[config.mk]
export PLATFORM = sky130hd
export DESIGN_NAME = multicycle_controller
export DESIGN_NICKNAME = d
export VERILOG_FILES = /design/src/rtl/multicycle_controller.sv
export SDC_FILE = /design/constraint.sdc
export NUM_CORES = 1
export LEC_CHECK = 0
export ABC_AREA = 1
export ABC_CLOCK_PERIOD_IN_PS = 1600
export CAP_MARGIN = 40
export CORE_UTILIZATION = 25
export CTS_BUF_LIST = sky130_fd_sc_hd__clkbuf_8
export DETAILED_ROUTE_END_ITERATION = 16
export PLACE_DENSITY = 0.48
export RECOVER_POWER = 25
export SLEW_MARGIN = 20
export SYNTH_ARGS = -nofsm -noshare
export SYNTH_HDL_FRONTEND = slang
export SYNTH_SLANG_ARGS = --single-unit
[constraint.sdc]
create_clock -name clk -period 1.6 [get_ports clk]
set_input_delay 0.32 -clock clk [delete_from_list [all_inputs] [get_ports clk]]
set_output_delay 0.32 -clock clk [all_outputs]
set_load 0.005 [all_outputs]
[src/rtl/multicycle_controller.sv]
// multicycle_controller
// Control unit for the multi-cycle 8-bit CPU. One registered state plus a
// registered control word that is decoded from the state being entered, so
// every datapath enable is glitch-free and valid for the whole cycle.
//
// Build option: define CTRL_ILLEGAL_TRAP_EN to send undefined opcodes
// (7..14) to HALT and raise a sticky illegalOp. Without it they execute as
// a 3-cycle NOP and illegalOp is tied low.
//
// state | meaning
// sIf   | fetch IR byte from M[PC], PC += 1
// sDf   | fetch DI byte from M[PC], PC += 1
// sDec  | load TR, load A from R[IR1:0], pick next state by opcode/flags
// sMrd  | LDA: R[IR1:0] <= M[TR]
// sMwr  | STA: M[TR] <= A
// sJmp  | PC <= TR (jump or taken branch)
// sRb   | load B from R[IR3:2]
// sEx   | ALU operation, capture result and flags
// sWb   | R[IR1:0] <= ALU result
// sHalt | stopped until reset

module multicycle_controller #(
    parameter int STATE_W = 4
) (
    input  logic       clk,
    input  logic       rst,
    input  logic [3:0] IrToCU,
    input  logic [4:0] DiToCU,
    input  logic [2:0] CznToCU,
    output logic       pcInc,
    output logic       pcLoadEn,
    output logic       diLoadEn,
    output logic       irLoadEn,
    output logic       trLoadEn,
    output logic       PcOrTR,
    output logic       memReadEn,
    output logic       memWriteEn,
    output logic       reg1Or2,
    output logic       regOrMem,
    output logic       accWriteEn,
    output logic       aLoadEn,
    output logic       bLoadEn,
    output logic       RegAOr0,
    output logic       RegBOr0,
    output logic [2:0] aluOp,
    output logic       aluResLoadEn,
    output logic       cznLoadEn,
    output logic       halted,
    output logic       illegalOp
);

    typedef enum logic [STATE_W-1:0] {
        sIf, sDf, sDec, sMrd, sMwr, sJmp, sRb, sEx, sWb, sHalt
    } stateT;

    typedef struct packed {
        logic       pcInc;
        logic       pcLoadEn;
        logic       diLoadEn;
        logic       irLoadEn;
        logic       trLoadEn;
        logic       PcOrTR;
        logic       memReadEn;
        logic       memWriteEn;
        logic       reg1Or2;
        logic       regOrMem;
        logic       accWriteEn;
        logic       aLoadEn;
        logic       bLoadEn;
        logic       RegAOr0;
        logic       RegBOr0;
        logic [2:0] aluOp;
        logic       aluResLoadEn;
        logic       cznLoadEn;
        logic       halted;
    } ctrlT;

    stateT state;
    stateT nextState;
    ctrlT  ctrlQ;

    // Control word for a given state; di only matters for sEx
    function automatic ctrlT decodeOut(input stateT s, input logic [4:0] di);
        ctrlT c;
        c = '0;
        case (s)
            sIf: begin
                c.memReadEn = 1'b1;
                c.irLoadEn  = 1'b1;
                c.pcInc     = 1'b1;
            end
            sDf: begin
                c.memReadEn = 1'b1;
                c.diLoadEn  = 1'b1;
                c.pcInc     = 1'b1;
            end
            sDec: begin
                c.trLoadEn = 1'b1;
                c.aLoadEn  = 1'b1;
            end
            sMrd: begin
                c.PcOrTR     = 1'b1;
                c.memReadEn  = 1'b1;
                c.regOrMem   = 1'b1;
                c.accWriteEn = 1'b1;
            end
            sMwr: begin
                c.PcOrTR     = 1'b1;
                c.memWriteEn = 1'b1;
            end
            sJmp: c.pcLoadEn = 1'b1;
            sRb: begin
                c.reg1Or2 = 1'b1;
                c.bLoadEn = 1'b1;
            end
            sEx: begin
                c.aluOp        = di[2:0];
                c.RegAOr0      = di[3];
                c.RegBOr0      = di[4];
                c.aluResLoadEn = 1'b1;
                c.cznLoadEn    = 1'b1;
            end
            sWb:     c.accWriteEn = 1'b1;
            sHalt:   c.halted     = 1'b1;
            default: c = '0;
        endcase
        return c;
    endfunction

    // Next-state selection; branch flags are sampled while in sDec
    always_comb begin
        nextState = sIf;
        case (state)
            sIf:  nextState = sDf;
            sDf:  nextState = sDec;
            sDec: begin
                case (IrToCU)
                    4'd0:  nextState = sMrd;
                    4'd1:  nextState = sMwr;
                    4'd2:  nextState = sJmp;
                    4'd3:  nextState = CznToCU[1] ? sJmp : sIf;
                    4'd4:  nextState = CznToCU[2] ? sJmp : sIf;
                    4'd5:  nextState = CznToCU[0] ? sJmp : sIf;
                    4'd6:  nextState = sRb;
                    4'd15: nextState = sHalt;
`ifdef CTRL_ILLEGAL_TRAP_EN
                    default: nextState = sHalt;
`else
                    default: nextState = sIf;
`endif
                endcase
            end
            sRb:     nextState = sEx;
            sEx:     nextState = sWb;
            sHalt:   nextState = sHalt;
            default: nextState = sIf;
        endcase
    end

    // State and control-word registers; reset forces IF decode immediately
    always_ff @(posedge clk or negedge rst) begin
        if (!rst) begin
            state <= sIf;
            ctrlQ <= decodeOut(sIf, 5'd0);
        end else begin
            state <= nextState;
            ctrlQ <= decodeOut(nextState, DiToCU);
        end
    end

`ifdef CTRL_ILLEGAL_TRAP_EN
    logic illegalQ;

    // Sticky trap flag, set on the edge that leaves DEC for an undefined opcode
    always_ff @(posedge clk or negedge rst) begin
        if (!rst) begin
            illegalQ <= 1'b0;
        end else if (state == sDec && IrToCU >= 4'd7 && IrToCU <= 4'd14) begin
            illegalQ <= 1'b1;
        end
    end

    assign illegalOp = illegalQ;
`else
    assign illegalOp = 1'b0;
`endif

    assign pcInc        = ctrlQ.pcInc;
    assign pcLoadEn     = ctrlQ.pcLoadEn;
    assign diLoadEn     = ctrlQ.diLoadEn;
    assign irLoadEn     = ctrlQ.irLoadEn;
    assign trLoadEn     = ctrlQ.trLoadEn;
    assign PcOrTR       = ctrlQ.PcOrTR;
    assign memReadEn    = ctrlQ.memReadEn;
    assign memWriteEn   = ctrlQ.memWriteEn;
    assign reg1Or2      = ctrlQ.reg1Or2;
    assign regOrMem     = ctrlQ.regOrMem;
    assign accWriteEn   = ctrlQ.accWriteEn;
    assign aLoadEn      = ctrlQ.aLoadEn;
    assign bLoadEn      = ctrlQ.bLoadEn;
    assign RegAOr0      = ctrlQ.RegAOr0;
    assign RegBOr0      = ctrlQ.RegBOr0;
    assign aluOp        = ctrlQ.aluOp;
    assign aluResLoadEn = ctrlQ.aluResLoadEn;
    assign cznLoadEn    = ctrlQ.cznLoadEn;
    assign halted       = ctrlQ.halted;

endmodule

==> flow_metrics.env, run 1 <==
export IMPL_antenna_found_initial=0
export IMPL_synth_main_ff_cell="dfrtp_1"
export IMPL_synthArstFlopShare_pct=100
export IMPL_ys_warn_count=0
export IMPL_final_nets=169
export IMPL_worstPathArrival_ps=1600
export IMPL_clock_path_buffers=2
export IMPL_drtPass1Iterations=2
export IMPL_vias_per_cell=3.98
export IMPL_slew_viol_final=0
export IMPL_ff2ff_path_depth=7
export IMPL_endpoint_kind="flip-flop"
export IMPL_layout_drive_gt1_share_pct=21.4
export IMPL_rsz0062_at_grt="false"
export IMPL_routed_wl_mm=1.96
export IMPL_initial_core_util_pct=27.2
export IMPL_syn_nets=130
export IMPL_grt_pass1_vias=815
export IMPL_synth_area_leaders="dfrtp_1, nand2_1, inv_1, dfstp_2, nor2_1"
export IMPL_cp_num_cells=12
export IMPL_core_um2=3800
export IMPL_io_pins=36
export IMPL_syn_area_um2=1030
export IMPL_synth_top_cells_by_count="nand2_1, inv_1, nor2_1"
export IMPL_post_route_period_util_pct=90.1
export IMPL_powerDensity_nw_per_um2=1380
export IMPL_final_hold_viol_count=0
export IMPL_cts_tree="yes"
export IMPL_cpLargestDelayFamily="simple AND/OR/NAND/NOR gates"
export IMPL_drcViolationCount=0
export IMPL_detailed_place_hpwl_mm=1.55
export IMPL_tightest_slew_ps=518
export IMPL_synth_top_area_share_pct=46.1
export IMPL_ys_seq_area_share_pct=53.7
export IMPL_regMostFlops="state"
export IMPL_cts_sinks=22
export IMPL_synthCells=116
export IMPL_dr_first_iter_drc_count=8
export IMPL_slowest_stage="clkdlybuf4s50_1"
export IMPL_numPortBuffers=34
export IMPL_dieArea_um2=4390
export IMPL_dpl_cell_area_um2=1430
export IMPL_globalplace_congestion=0.748
export IMPL_fin_crit_ps=1440
export IMPL_cts_made_buffers=3
export IMPL_cp_max_fo=4
export IMPL_ant_nets=0
export IMPL_path_cells="clkdlybuf4s50_1, inv_1, nor2_1, nand2_1, nand2_1, nor2_1, nand2_1, nand2_1, nand2_2, nor2_4, nand2_2, nand2_1"
export IMPL_status="finished, final reports clean"
export IMPL_largest_reg_flops=4
export IMPL_hp_class="input port to async pin"
export IMPL_relSlewSlack_pct=65.4
export IMPL_clock_skew_ps=2.47
export IMPL_clk_latency_ps=260
export IMPL_r2r_slack_ps=250
export IMPL_cpMostUsedCell="nand2_1"
export IMPL_root_buffer="clkbuf_8"
export IMPL_num_antenna_cells=0
export IMPL_max_cap_violations=0
export IMPL_grt_max_degree=23
export IMPL_drt_wirelength_per_cell_um=9.71
export IMPL_ys_ff_latch=22
export IMPL_die_w_um=66.3
export IMPL_p_leak_nw=0.823
export IMPL_synth_area_leader_cell="dfrtp_1"
export IMPL_postCtsSetupBuffers=0
export IMPL_grt_usage_pct=9.65
export IMPL_slowest_delay_ps=510
export IMPL_postCtsHoldBufs=0
export IMPL_htreeDepth=1
export IMPL_yosysMostFrequentCell="nand2_1"
export IMPL_whs_ps=559
export IMPL_fmax_mhz=694
export IMPL_fp_dieH_um=66.3
export IMPL_cp_buffers_inverters=2
export IMPL_grt_overflow=0
export IMPL_criticalPathCategory="input port to flip-flop"
export IMPL_ys_types=21
export IMPL_syn_to_final_growth_pct=46.5
export IMPL_setup_violations=0
export IMPL_clk_pin_slew_worst_paths_ps=80
export IMPL_grt_pass1_wl_mm=3.24
export IMPL_syn_avg_cell_area_um2=8.90
export IMPL_peakVddDrop_uv=534
export IMPL_stdcell_area_um2=1510
export IMPL_required_ps=1760
export IMPL_start_kind="input port"
export IMPL_rows=22
export IMPL_synth_edff_count=0
export IMPL_dr_total_vias=804
[routing by layer]
| metal | up-vias | part of all wire [%] | track usage [%] |
|---|---|---|---|
| li1 | 407 | - | - |
| met1 | 368 | 44 | 10.5 |
| met2 | 27 | 48 | 18.0 |
| met3 | 2 | 7.0 | 1.90 |
| met4 | 0 | 1.1 | 3.99 |
| met5 | - | 0 | 0 |
[through the flow]
step | total power, W | std cells | util, % | setup TNS (ps) | worst slack (ps)
floorplan | 0.00124 | 116 | - | 0 | 371
CTS | 0.00211 | 202 | 39.5 | 0 | 70.8
finish | 0.00208 | 202 | 39.8 | 0 | 159
global placement | 0.00160 | 198 | 37.7 | -1110 | -191
detailed placement | 0.00161 | 198 | 37.7 | -1560 | -217
global route | 0.00224 | 202 | 39.8 | 0 | 28.4
[worst paths after layout]
path,start,endpoint
max,IrToCU[2],PcOrTR$_DFF_PN0_
min,rst,RegAOr0$_DFF_PN0_
max reg2reg,state[2]$_DFF_PN0_,PcOrTR$_DFF_PN0_
min reg2reg,state[3]$_DFF_PN0_,diLoadEn$_DFF_PN0_
max in group asynchronous,rst,memReadEn$_DFF_PN1_
min in group clk,DiToCU[0],aluOp[0]$_DFF_PN0_
[power by group]
group,internal [W],switching (W),total (W)
Sequential,0.000712,0.0000582,0.000770
Combinational,0.000383,0.000418,0.000801
Clock,0.000334,0.000177,0.000511
Total,0.00143,0.000653,0.00208
[cell type report]
type	instances	area [µm²]
tap	48	60.1
timing repair buffer	38	369
fill	401	2290
multi-input combinational	65	362
sequential	22	554
clock buffer	3	41.3
clock inverter	1	30.0
inverter	25	96.3
[layout by cell type (no fill, tap or decap), drive strengths merged]
cell	Yosys	layout
clkdlybuf4s50	0	28
clkbuf	0	4
and3	1	1
nor2	24	24
inv	25	25
dfstp	3	3
nand4	2	2
dlymetal6s2s	0	2
nor3	1	1
buf	4	3
dlygate4sd3	0	1
nand3	5	5
nand2	30	30
dfrtp	19	19
conb	1	1
a21oi	1	1
bufinv	0	1
dlygate4sd2	0	3
[what timing repair did]
item	CTS	global route
setup endpoints to repair	3	8
pin swaps	0	1
gates resized for setup	3	5
gates cloned	0	0
[cell families (layout without fill, tap and decap cells)]
kind of cell    after synthesis  after routing  share of synthesized area (%)
simple gates                 63             63                           32.8
compound gates                1              1                          0.849
other cells                   1              1                          0.363
buf+inv                      29             67                           12.2
flops                        22             22                           53.7
(Power assumes the default switching activity.)
==> run 2: changes to the inputs <==
--- a/config.mk
+++ b/config.mk
@@ -11,6 +11,7 @@
 export CORE_UTILIZATION = 25
 export CTS_BUF_LIST = sky130_fd_sc_hd__clkbuf_8
 export DETAILED_ROUTE_END_ITERATION = 16
+export HOLD_SLACK_MARGIN = 0.08
 export PLACE_DENSITY = 0.48
 export RECOVER_POWER = 25
 export SLEW_MARGIN = 20
==> results of run 2 <==
The final DEF is identical to that of run 1; final timing and power are the same.
